$ cat src/rtl/Noc_parameters.sv
// Shared types and constants for the NoC output arbiter and its round-robin picker.
package Noc_parameters;

    localparam int Noc_Port_Num = 5;

    typedef enum logic [0:0] {
        IDLE   = 1'b0,
        LOCKED = 1'b1
    } arb_state_e;

    // Index width that stays legal (>= 1 bit) even for a single-port build.
    function automatic int idx_width(input int n);
        return (n > 1) ? $clog2(n) : 1;
    endfunction

endpackage

$ cat src/rtl/noc_rr_picker.sv
// Combinational round-robin picker: searches req starting at ptr+1 (mod N_PORTS),
// so the port at ptr itself is considered last.
module noc_rr_picker
    import Noc_parameters::*;
#(
    parameter int N_PORTS = Noc_Port_Num,
    parameter int IDX_W   = idx_width(N_PORTS)
) (
    input  logic [N_PORTS-1:0] req,
    input  logic [IDX_W-1:0]   ptr,
    output logic [N_PORTS-1:0] onehot,
    output logic [IDX_W-1:0]   index,
    output logic               any
);

    localparam int SW = IDX_W + 1;

    logic [SW-1:0]      w_base;
    logic [IDX_W-1:0]   w_pos [N_PORTS];
    logic [N_PORTS-1:0] w_rot;

    assign w_base = {1'b0, ptr} + SW'(1);

    // w_pos[gi] is the port examined at search offset gi; w_rot is req in search order.
    genvar gi;
    generate
        for (gi = 0; gi < N_PORTS; gi++) begin : g_rot
            logic [SW-1:0] w_sum;
            assign w_sum     = w_base + SW'(gi);
            assign w_pos[gi] = IDX_W'((w_sum >= SW'(N_PORTS)) ? (w_sum - SW'(N_PORTS)) : w_sum);
            assign w_rot[gi] = req[w_pos[gi]];
        end
    endgenerate

    // Descending scan so the smallest search offset wins.
    always_comb begin
        index = '0;
        any   = 1'b0;
        for (int k = N_PORTS - 1; k >= 0; k--) begin
            if (w_rot[k]) begin
                any   = 1'b1;
                index = w_pos[k];
            end
        end
    end

    assign onehot = any ? (N_PORTS'(1) << index) : '0;

endmodule

$ cat src/rtl/noc_output_arbiter.sv
// Wormhole output arbiter: round-robin grant, held until the tail flit transfers.
// Optional stall watchdog enabled by defining NOC_ARB_WATCHDOG_EN.
module noc_output_arbiter
    import Noc_parameters::*;
#(
    parameter  int N_PORTS     = Noc_Port_Num,
    parameter  int WDOG_CYCLES = 256,
    localparam int IDX_W       = idx_width(N_PORTS)
) (
    input  logic               noc_clk,
    input  logic               noc_rst_n,
    input  logic [N_PORTS-1:0] i_req,
    input  logic               i_fire,
    input  logic               i_tail,
    output logic [N_PORTS-1:0] o_grant,
    output logic               o_locked,
    output logic [IDX_W-1:0]   o_owner
`ifdef NOC_ARB_WATCHDOG_EN
    ,
    output logic               o_wdog_err
`endif
);

    arb_state_e         r_state;
    arb_state_e         w_state_next;
    logic [N_PORTS-1:0] r_grant;
    logic [N_PORTS-1:0] w_grant_next;
    logic [IDX_W-1:0]   r_owner;
    logic [IDX_W-1:0]   w_owner_next;
    logic [IDX_W-1:0]   r_rr_ptr;
    logic [IDX_W-1:0]   w_rr_ptr_next;

    logic [IDX_W-1:0]   w_ptr_sel;
    logic [N_PORTS-1:0] w_pick_onehot;
    logic [IDX_W-1:0]   w_pick_index;
    logic               w_pick_any;
    logic               w_release;
    logic               w_wdog_expire;

    // While locked the search starts after the owner, which makes a re-request
    // from the departing owner the lowest priority on release.
    assign w_ptr_sel = (r_state == LOCKED) ? r_owner : r_rr_ptr;

    noc_rr_picker #(
        .N_PORTS (N_PORTS),
        .IDX_W   (IDX_W)
    ) u_picker (
        .req    (i_req),
        .ptr    (w_ptr_sel),
        .onehot (w_pick_onehot),
        .index  (w_pick_index),
        .any    (w_pick_any)
    );

    assign w_release = (r_state == LOCKED) && ((i_fire && i_tail) || w_wdog_expire);

`ifdef NOC_ARB_WATCHDOG_EN
    localparam int CNT_W = (WDOG_CYCLES > 1) ? $clog2(WDOG_CYCLES) : 1;

    logic [CNT_W-1:0] r_wdog_cnt;
    logic [CNT_W-1:0] w_wdog_cnt_next;
    logic             r_wdog_err;

    assign w_wdog_expire = (r_state == LOCKED) && !i_fire &&
                           (r_wdog_cnt == CNT_W'(WDOG_CYCLES - 1));

    always_comb begin
        w_wdog_cnt_next = r_wdog_cnt + CNT_W'(1);
        if ((r_state != LOCKED) || w_release || i_fire) begin
            w_wdog_cnt_next = '0;
        end
    end

    always_ff @(posedge noc_clk or negedge noc_rst_n) begin
        if (!noc_rst_n) begin
            r_wdog_cnt <= '0;
            r_wdog_err <= 1'b0;
        end else begin
            r_wdog_cnt <= w_wdog_cnt_next;
            r_wdog_err <= w_wdog_expire;
        end
    end

    assign o_wdog_err = r_wdog_err;
`else
    logic w_unused_wdog_cfg;

    assign w_wdog_expire     = 1'b0;
    assign w_unused_wdog_cfg = (WDOG_CYCLES == 0);
`endif

    always_comb begin
        w_state_next  = r_state;
        w_grant_next  = r_grant;
        w_owner_next  = r_owner;
        w_rr_ptr_next = r_rr_ptr;
        case (r_state)
            IDLE: begin
                w_grant_next = '0;
                if (w_pick_any) begin
                    w_state_next = LOCKED;
                    w_grant_next = w_pick_onehot;
                    w_owner_next = w_pick_index;
                end
            end
            LOCKED: begin
                // Hand off straight to the next requester so the output sees no bubble.
                if (w_release) begin
                    w_rr_ptr_next = r_owner;
                    if (w_pick_any) begin
                        w_grant_next = w_pick_onehot;
                        w_owner_next = w_pick_index;
                    end else begin
                        w_state_next = IDLE;
                        w_grant_next = '0;
                    end
                end
            end
            default: begin
                w_state_next = IDLE;
                w_grant_next = '0;
            end
        endcase
    end

    always_ff @(posedge noc_clk or negedge noc_rst_n) begin
        if (!noc_rst_n) begin
            r_state  <= IDLE;
            r_grant  <= '0;
            r_owner  <= '0;
            r_rr_ptr <= IDX_W'(N_PORTS - 1);
        end else begin
            r_state  <= w_state_next;
            r_grant  <= w_grant_next;
            r_owner  <= w_owner_next;
            r_rr_ptr <= w_rr_ptr_next;
        end
    end

    assign o_grant  = r_grant;
    assign o_locked = (r_state == LOCKED);
    assign o_owner  = r_owner;

endmodule

$ cat config.mk
export PLATFORM = sky130hd
export DESIGN_NAME = noc_output_arbiter
export DESIGN_NICKNAME = d
export VERILOG_FILES = /design/src/rtl/Noc_parameters.sv /design/src/rtl/noc_rr_picker.sv /design/src/rtl/noc_output_arbiter.sv
export SDC_FILE = /design/constraint.sdc
export NUM_CORES = 1
export LEC_CHECK = 0
export ABC_AREA = 1
export CAP_MARGIN = 20
export CELL_PAD_IN_SITES_DETAIL_PLACEMENT = 0
export CELL_PAD_IN_SITES_GLOBAL_PLACEMENT = 1
export CORE_MARGIN = 4
export CORE_UTILIZATION = 35
export DETAILED_ROUTE_END_ITERATION = 16
export PLACE_DENSITY_LB_ADDON = 0.1
export SLEW_MARGIN = 15
export SYNTH_ARGS = -nofsm -noshare
export SYNTH_HDL_FRONTEND = slang
export SYNTH_SLANG_ARGS = --single-unit
$ cat constraint.sdc
create_clock -name noc_clk -period 2.8 [get_ports noc_clk]
set_input_delay 0.56 -clock noc_clk [delete_from_list [all_inputs] [get_ports noc_clk]]
set_output_delay 0.56 -clock noc_clk [all_outputs]
set_load 0.02 [all_outputs]
## Yosys cells after proc, flatten, opt, wreduce, memory -nomap -nowiden

Cells that the tools add are included.

- Flip-flop bits (word level): 12
- Input port bits: 9
- Output and inout port bits: 9
- Logic and storage cells: 65

- Add/sub/neg operators: 10
- Magnitude comparators: 10
- Eq/ne operators: 1
- Shift-type cells: 1
- Mux-type cells: 35
- Bitwise operators: 1
- Reduce and logical (&&, ||, !) cells: 3

Operators by type and width:

| kind | number |
|---|---|
| $mux W3 | 13 |
| $ge A4 B3 Y1 const B | 5 |
| $lt A3 B4 Y1 const B | 5 |
| $bmux W1 S3 | 5 |
| $sub A3 B3 Y3 const B | 5 |
| $mux W1 | 12 |
| $mux W5 | 2 |
| $pmux W5 S2 | 1 |
| $add A4 B2 Y4 const B | 2 |
| $pmux W3 S2 | 1 |
| $shl A1 B3 Y5 const A | 1 |
| $add A3 B1 Y4 const B | 1 |
| $add A4 B1 Y4 const B | 1 |
| $add A4 B3 Y4 const B | 1 |
| $logic_and A1 B1 Y1 | 2 |
| $ne A2 B1 Y1 const B | 1 |
| $pmux W1 S2 | 1 |
| $reduce_and A2 Y1 | 1 |
| $not A1 Y1 | 1 |

## Longest topological paths before layout

Gate-level depths: netlist (run 1).

- Depth in word-level cells: 16
- Depth in mapped cells: 25
- Gate-level depth less buffers: 24

## Cells and area by module

A second synthesis (run 1) with hierarchy kept.

- Cells, all modules: 258
- Area total of the unflattened synthesis: 1650.3 sq um

Modules (own cells, without submodules):

| module | instances | cells each | area each (sq um) | seq. area each (sq um) |
|---|---|---|---|---|
| noc_rr_picker | 1 | 199 | 1142.3 | 0.0 |
| noc_output_arbiter | 1 | 59 | 508.0 | 301.5 |

## Least setup slack after synthesis (run 1)

Ideal clock, no wire load.

- Path type: reg-to-reg
- Start: reg r_state (netlist: o_locked)
- End: reg r_grant[1] (netlist: o_grant[1])
- Setup time: 118 ps
- Data arrival time: 2798 ps
- Data required time: 2682 ps
- Path slack: -116 ps
- Stages on the path, launching flop included: 25
- Buffers on the path: 1
- Period minus slack after synthesis: 2916 ps
- Cell sequence: dfrtp_1 nand2_1 nand2_4 clkbuf_8 ha_1 inv_1 nand2_1 nand2_1 ha_1 nand3_2 nand4_2 nand2_4 nand2_1 nand2_2 nand2_1 nand3_1 nand2_2 a21oi_2 nand2_1 inv_1 nand2_1 nand2_1 nand2_1 nand3_1 nand2_1

- Cells in the longest elaborated chain, start to end: 16
- Elaborated cells between the ends (all ways): 48
- Classes of those cells: 10 x add/sub; 5 x order compare; 1 x eq/ne; 1 x shift; 29 x mux; 1 x bitwise; 1 x reduce/logical

RTL lines:

| what | RTL line | text |
|---|---|---|
| start, declared | noc_output_arbiter.sv:24 | `arb_state_e r_state;` |
| start signal, assigned | noc_output_arbiter.sv:133 | `r_state <= w_state_next;` |
| $mux W3 | noc_output_arbiter.sv:42 | `assign w_ptr_sel = (r_state == LOCKED) ? r_owner : r_rr_ptr;` |
| $add A3 B1 Y4 | noc_rr_picker.sv:22 | `assign w_base = {1'b0, ptr} + SW'(1);` |
| $add A4 B3 Y4 | noc_rr_picker.sv:29 | `assign w_sum = w_base + SW'(gi);` |
| $ge A4 B3 Y1 or $sub A3 B3 Y3 (tied branches) | noc_rr_picker.sv:30 | `assign w_pos[gi] = IDX_W'((w_sum >= SW'(N_PORTS)) ? (w_sum - SW'(N_PORTS)) : w_sum);` |
| $mux W3 | noc_rr_picker.sv:30 |  |
| $bmux W1 S3 | noc_rr_picker.sv:31 | `assign w_rot[gi] = req[w_pos[gi]];` |
| $mux W1 (implied by the code) | noc_rr_picker.sv:31 |  |
| $mux W3 (5 in a row) | noc_rr_picker.sv:40 | `if (w_rot[k]) begin` |
| $shl A1 B3 Y5 | noc_rr_picker.sv:47 | `assign onehot = any ? (N_PORTS'(1) << index) : '0;` |
| $mux W5 | noc_output_arbiter.sv:100, noc_output_arbiter.sv:110 |  |
| $mux W5 | noc_output_arbiter.sv:108 | `if (w_release) begin` |
| $pmux W5 S2 | noc_output_arbiter.sv:97 | `case (r_state)` |
| end signal, assigned | noc_output_arbiter.sv:134 | `r_grant <= w_grant_next;` |
| end, declared | noc_output_arbiter.sv:26 | `logic [N_PORTS-1:0] r_grant;` |

Several ways; a longest one is shown, not always the timed one. The select of a mux whose other input is x is not followed.
A chain may end at the register's enable or synchronous reset.

## Worst setup path after layout (run 1)

- Start: reg r_state (netlist: o_locked)
- End: reg r_grant[3] (netlist: o_grant[3])

The elaborated chain is that of the path after synthesis.

==> results.txt, run 1 <==
outcome - finished clean
Antenna diodes - 0
# IOs - 18
global-route wire length before repair - 7660 um
post-detail-place hpwl - 3660 um
CTS Hold Bufs - 0
H-tree Lvls - 1
non-filler cells, final - 351
slew at the pin closest to its max-slew limit - 0.556 ns
pins over their slew limit - 0
Fin Setup TNS - 0 ns
Syn Nets - 254
f_max - 0.366 GHz
Synth-to-Final Area Change - 65.1%
nets@finish - 319
Critical Path AT - 2.91 ns
Vias/cell - 4.95
Seq/Total Area, Yosys - 20.5%
final WL - 4740 um
Worst Setup Start Kind - flip-flop
Core Region - 4030 um2
clk_lat worst skew - 0.24 ns
Die ar. - 5310 um2
final period utilization - 97.6%
skew final - 0.00565 ns
Multi-input gate area - 1380 um2
final core utilization - 60.4%
cell taking the most area after synthesis - nand2_1
top cells by area, synth - nand2_1 20%, dfrtp_1 19%, nand3_1 15%
routed len/inst - 13.5 um
top_reg_cell synth - dfrtp_1
Placer Congestion - 0.813
Placement Rows - 23
Max Cap Viol - 0
CP Max Fanout - 6
ANT nets after route - 0
fraction of registers with async set/reset - 100%
Warnings, synthesis - 0
Yosys top cell area share - 19.9%
post-synthesis register bit count - 12
# DRC - 0
Critical Path End Type - flip-flop
Slew headroom - 62.8%
vias in the first global route - 1722
DR iter-0 viols - 46
cts bufs inserted - 3
top post-synthesis cells by count - 78 x nand2_1, 43 x nand3_1, 24 x inv_1
layout cell share with drive strength beyond 1 - 47.2%
Die W - 72.9 um
RSZ-0062 raised after global routing - yes
post-synthesis cell area - 1470 um2
CTS tree - built
grt ovf - 0
routed vias - 1739
Placed Area - 1990 um2
synthesized area per cell - 6.22 um2
dpl cells - 341
final hold vios - 0
number of flops mapped to enable cells by yosys - 0
drt pass-1 iters - 4
CP required - 2.98 ns
kind of critical path - flip-flop to flip-flop
Yosys cell types - 27
clock buffer depth - 2
minimum clock period - 2.73 ns
Worst Hold Class - flip-flop to flip-flop
initial antenna violation count - 0
Overall Global Routing Usage - 18.2%
Starting Density - 36.6%
post-route cell area - 2430 um2
Worst-path clk slew - 0.05 ns
fillers - 399
port bufs - 17
maximum number of pins on one net before global-route repair - 13
final count of negative-setup-slack endpoints - 0
die height - 72.9 um
# clock sinks - 12
root buf cell - clkbuf_8
Reg area - 303 um2
top-count cell post-synth - nand2_1
post-synthesis instance total - 237
-- worst max-delay path: stages (launching register included) --
cell     delay (ns)
dfrtp_2        0.45
inv_4          0.10
nand2_4        0.06
nand2_4        0.11
ha_4           0.17
inv_2          0.05
nand2_2        0.05
nand2_2        0.07
ha_4           0.18
buf_6          0.11
inv_2          0.05
nand4_1        0.13
nand3_4        0.21
nand2_4        0.09
nand3_2        0.07
nand3_2        0.10
nand2_4        0.10
nand3_1        0.08
nand2_1        0.07
inv_1          0.04
nand2_2        0.07
nand2_1        0.07
nand2_2        0.12
nand3_2        0.08
nand2_1        0.06
-- flip-flops by register name (all words and copies together) (netlist names) --
name / flops
o_grant: 5
o_locked: 1
o_owner: 3
r_rr_ptr: 3
-- stage by stage --
stage,hold WS (ns),setup slack (ns)
3_3_place_gp,0.466,0.0260
5_1_grt,0.514,-0.0968
6_report,0.476,0.0683
2_1_floorplan,0.264,0.00209
4_1_cts,0.480,0.00621
3_5_place_dp,0.467,-0.0214
-- routing by layer --
layer  GRT usage (%)  vias up  share of wire [%]
met5               0        -                  0
met2            33.7       22                 53
met4            5.53        0               0.49
li1                -      911                  -
met3           0.551        2                1.5
met1            22.7      804                 45
-- final timing paths --
path	from	end	slack [ns]	cells after the start
worst max register to register	o_locked	o_grant[3]	0.07	24
min in group asynchronous	noc_rst_n	o_grant[2]	0.68	1
max in group asynchronous	noc_rst_n	o_locked	1.71	1
worst min register to register	o_grant[2]	o_grant[2]	0.48	2
worst max-delay path	o_locked	o_grant[3]	0.07	24
worst min-delay path	o_grant[2]	o_grant[2]	0.48	2
-- cell type report --
type                       instances  area share [%]
clock buffer                       4            1.85
multi-input combinational        194            56.7
inverter                          29            4.99
tap                               50            2.57
sequential                        12            12.4
timing repair buffer              62            21.5
-- cell usage in the layout (no fill, tap or decap), types with 2 or more instances in the layout --
cell type	count
dfrtp_1	10
nor3_1	2
o21ai_2	9
nand2_2	22
nand3_2	17
a21oi_4	2
ha_4	4
o21ai_0	7
nand3_1	27
a21oi_1	5
clkdlybuf4s50_1	17
inv_4	3
ha_1	3
buf_6	2
nor2_1	6
buf_4	42
nand2_4	18
clkbuf_8	3
nand4_1	4
o21ai_1	2
nor2_2	2
inv_1	20
inv_2	5
nand2_1	53
nand3_4	2
-- what timing repair did --
action	CTS	global route
setup buffers	0	6
pin swaps	0	35
setup endpoints to repair	3	9
hold endpoints to repair	0	0
gates resized for setup	2	87
-- cell families after synthesis --
kind of cell / after synthesis / share of synthesized area (%)
buffers and inverters: 31 / 9.42
adders and majority gates: 8 / 6.79
DFF: 12 / 20.5
and+or+nand+nor: 157 / 51.1
muxes: 1 / 0.764
AOI/OAI and AO/OA: 28 / 11.5
Power of run 1 is left out: the tool's default activity adds up to more than one toggle a clock period on the data nets, which glitch-free logic cannot reach.
==> inputs of run 2 (changes only) <==
--- a/config.mk
+++ b/config.mk
@@ -12,6 +12,7 @@
 export CORE_MARGIN = 4
 export CORE_UTILIZATION = 35
 export DETAILED_ROUTE_END_ITERATION = 16
+export GPL_TIMING_DRIVEN = 0
 export PLACE_DENSITY_LB_ADDON = 0.1
 export SLEW_MARGIN = 15
 export SYNTH_ARGS = -nofsm -noshare
==> run 2 against run 1 <==
  * Utilization is 2.0 points lower
  * First-iteration DRC count grew to 2.5 times the previous value
  * Final cell count is 4.6% lower
  * Register-to-register slack worse by 0.06 ns
  * Flip-flop and latch count stayed put
  * Die area stayed put
  * Critical endpoint is now o_grant[2]
  * Sequential share of layout area is 0.42 points higher
  * Clock-buffer cell count stayed put
==> results.txt, run 2 (synthesis results as in run 1) <==
Fin Hold WS - 0.486 ns
drt pass-1 iters - 5
cts bufs inserted - 3
final hold vios - 0
routed len/inst - 14.0 um
grt ovf - 0
layout cell share with drive strength beyond 1 - 43.5%
Die ar. - 5310 um2
CP cell instances - nand2_4, nand2_8, clkbuf_16, ha_4, inv_4, nand2_4, nand2_4, ha_4, nand3_4, nand4_4, nand2_4, buf_6, nand2_2, nand3_2, nand3_2, nand2_4, a21oi_4, buf_6, nand3_1, nand3_1, nand2_2, nand3_1, nand2_1
fillers - 384
delay-heaviest family, CP - simple AND/OR/NAND/NOR gates
maximum number of pins on one net before global-route repair - 13
routed vias - 1709
root buf cell - clkbuf_8
# clock sinks - 12
Crit-path slowest cell - dfrtp_2
vias in the first global route - 1817
worst reg2reg path depth - 23
Synth-to-Final Area Change - 59.7%
global-route wire length before repair - 7940 um
Vias/cell - 5.10
ANT nets after route - 0
Hold Crit Endpoint - o_grant[2]
Overall Global Routing Usage - 18.8%
post-detail-place hpwl - 3270 um
# DRC - 0
H-tree Lvls - 1
WP buf/inv - 4
Max Cap Viol - 0
CTS Hold Bufs - 0
kind of critical path - flip-flop to flip-flop
Starting Density - 36.6%
Die W - 72.9 um
Placement Rows - 23
CP Max Fanout - 6
Placer Congestion - 0.851
initial antenna violation count - 0
RSZ-0062 raised after global routing - yes
crit-path max cell delay - 0.46 ns
minimum clock period - 2.79 ns
Worst-path clk slew - 0.05 ns
Hold Crit Depth - 2
most frequent CP cell - nand2_4
pins over their slew limit - 0
Worst Setup Start Kind - flip-flop
most common cell after layout, fill and taps aside - nand2_1
clock buffer depth - 2
outcome - finished clean
Core Region - 4030 um2
# IOs - 18
R2R Path End - o_grant[2]
CTS tree - built
Antenna diodes - 0
Hold Path Origin - o_grant[2]
final WL - 4680 um
Critical Path AT - 2.92 ns
RR Startpoint - o_locked
DR iter-0 viols - 116
f_max - 0.359 GHz
Critical Path End Type - flip-flop
CP startpoint - o_locked
clk_lat worst skew - 0.24 ns
final count of negative-setup-slack endpoints - 0
slew at the pin closest to its max-slew limit - 0.533 ns
final period utilization - 99.6%
Slew headroom - 64.4%
commonest cells after routing, fill and taps aside - 51 x nand2_1, 33 x nand3_1, 24 x nand2_2, 21 x inv_1, 21 x buf_4
skew final - 0.00727 ns
number of flip-flops in the largest register - 5
CP required - 2.93 ns
nets@finish - 303
port bufs - 17
die height - 72.9 um
R2R Setup Slk - 0.01 ns
Worst Hold Class - flip-flop to flip-flop
[run 2: per-layer routing]
layer / wire length (um) / global-route usage, % / up-vias / share of wire, %
li1: - / - / 881 / -
met1: 2140 / 24.5 / 777 / 46
met2: 2320 / 32.7 / 41 / 49
met3: 135 / 0.964 / 10 / 2.9
met4: 87 / 6.76 / 0 / 1.9
met5: 0 / 0 / - / 0
[run 2: what timing repair did]
item,in CTS,in global routing
cloned,0,0
buffers inserted,21,7
setup endpoints to repair,9,9
gates resized for setup,32,67
pin swaps,21,25
[run 2: worst max path at each step]
stage	to	slack, ns	depth (start not counted)
floorplan	o_grant[1]	0.002	25
finish	o_grant[2]	0.01	23
global placement	o_grant[0]	-0.50	22
detailed placement	o_grant[0]	-0.41	23
CTS	o_grant[0]	-0.01	24
global route	o_grant[0]	-0.16	24
[run 2: layout make-up]
class | instances | area [um2] | area share, %
Multi-Input combinational cell | 194 | 1370 | 58.4
Timing Repair Buffer | 44 | 395 | 16.8
Sequential cell | 12 | 303 | 12.9
Inverter | 29 | 134 | 5.69
Tap cell | 50 | 62.6 | 2.66
Clock buffer | 4 | 45.0 | 1.91
Buffer | 2 | 40.0 | 1.70
[run 2: per-stage QoR]
step / worst slack, ns / TNS, ns / area [um2] / instances / util [%]
after floorplan: 0.00209 / 0 / 1490 / 237 / -
after global placement: -0.500 / -3.49 / 1730 / 304 / 42.8
after detailed placement: -0.412 / -2.94 / 1730 / 304 / 42.8
after CTS: -0.0115 / -0.0115 / 2070 / 329 / 51.4
after global routing: -0.165 / -1.08 / 2350 / 335 / 58.4
final: 0.0121 / 0 / 2350 / 335 / 58.4
[run 2: tightest hold or removal path, delay by kind of cell, from the launching register on]
family / cells / cell delay (ns)
flops: 1 / 0.35
simple gates: 2 / 0.10
Power of run 2 is left out for the same reason.
==> inputs of run 3 (changes only) <==
--- a/config.mk
+++ b/config.mk
@@ -6,7 +6,6 @@
 export NUM_CORES = 1
 export LEC_CHECK = 0
 export ABC_AREA = 1
-export CAP_MARGIN = 20
 export CELL_PAD_IN_SITES_DETAIL_PLACEMENT = 0
 export CELL_PAD_IN_SITES_GLOBAL_PLACEMENT = 1
 export CORE_MARGIN = 4
==> results of run 3 <==
No change in the layout: final DEF, timing and power equal those of run 2.
Power of run 3 is left out for the same reason.
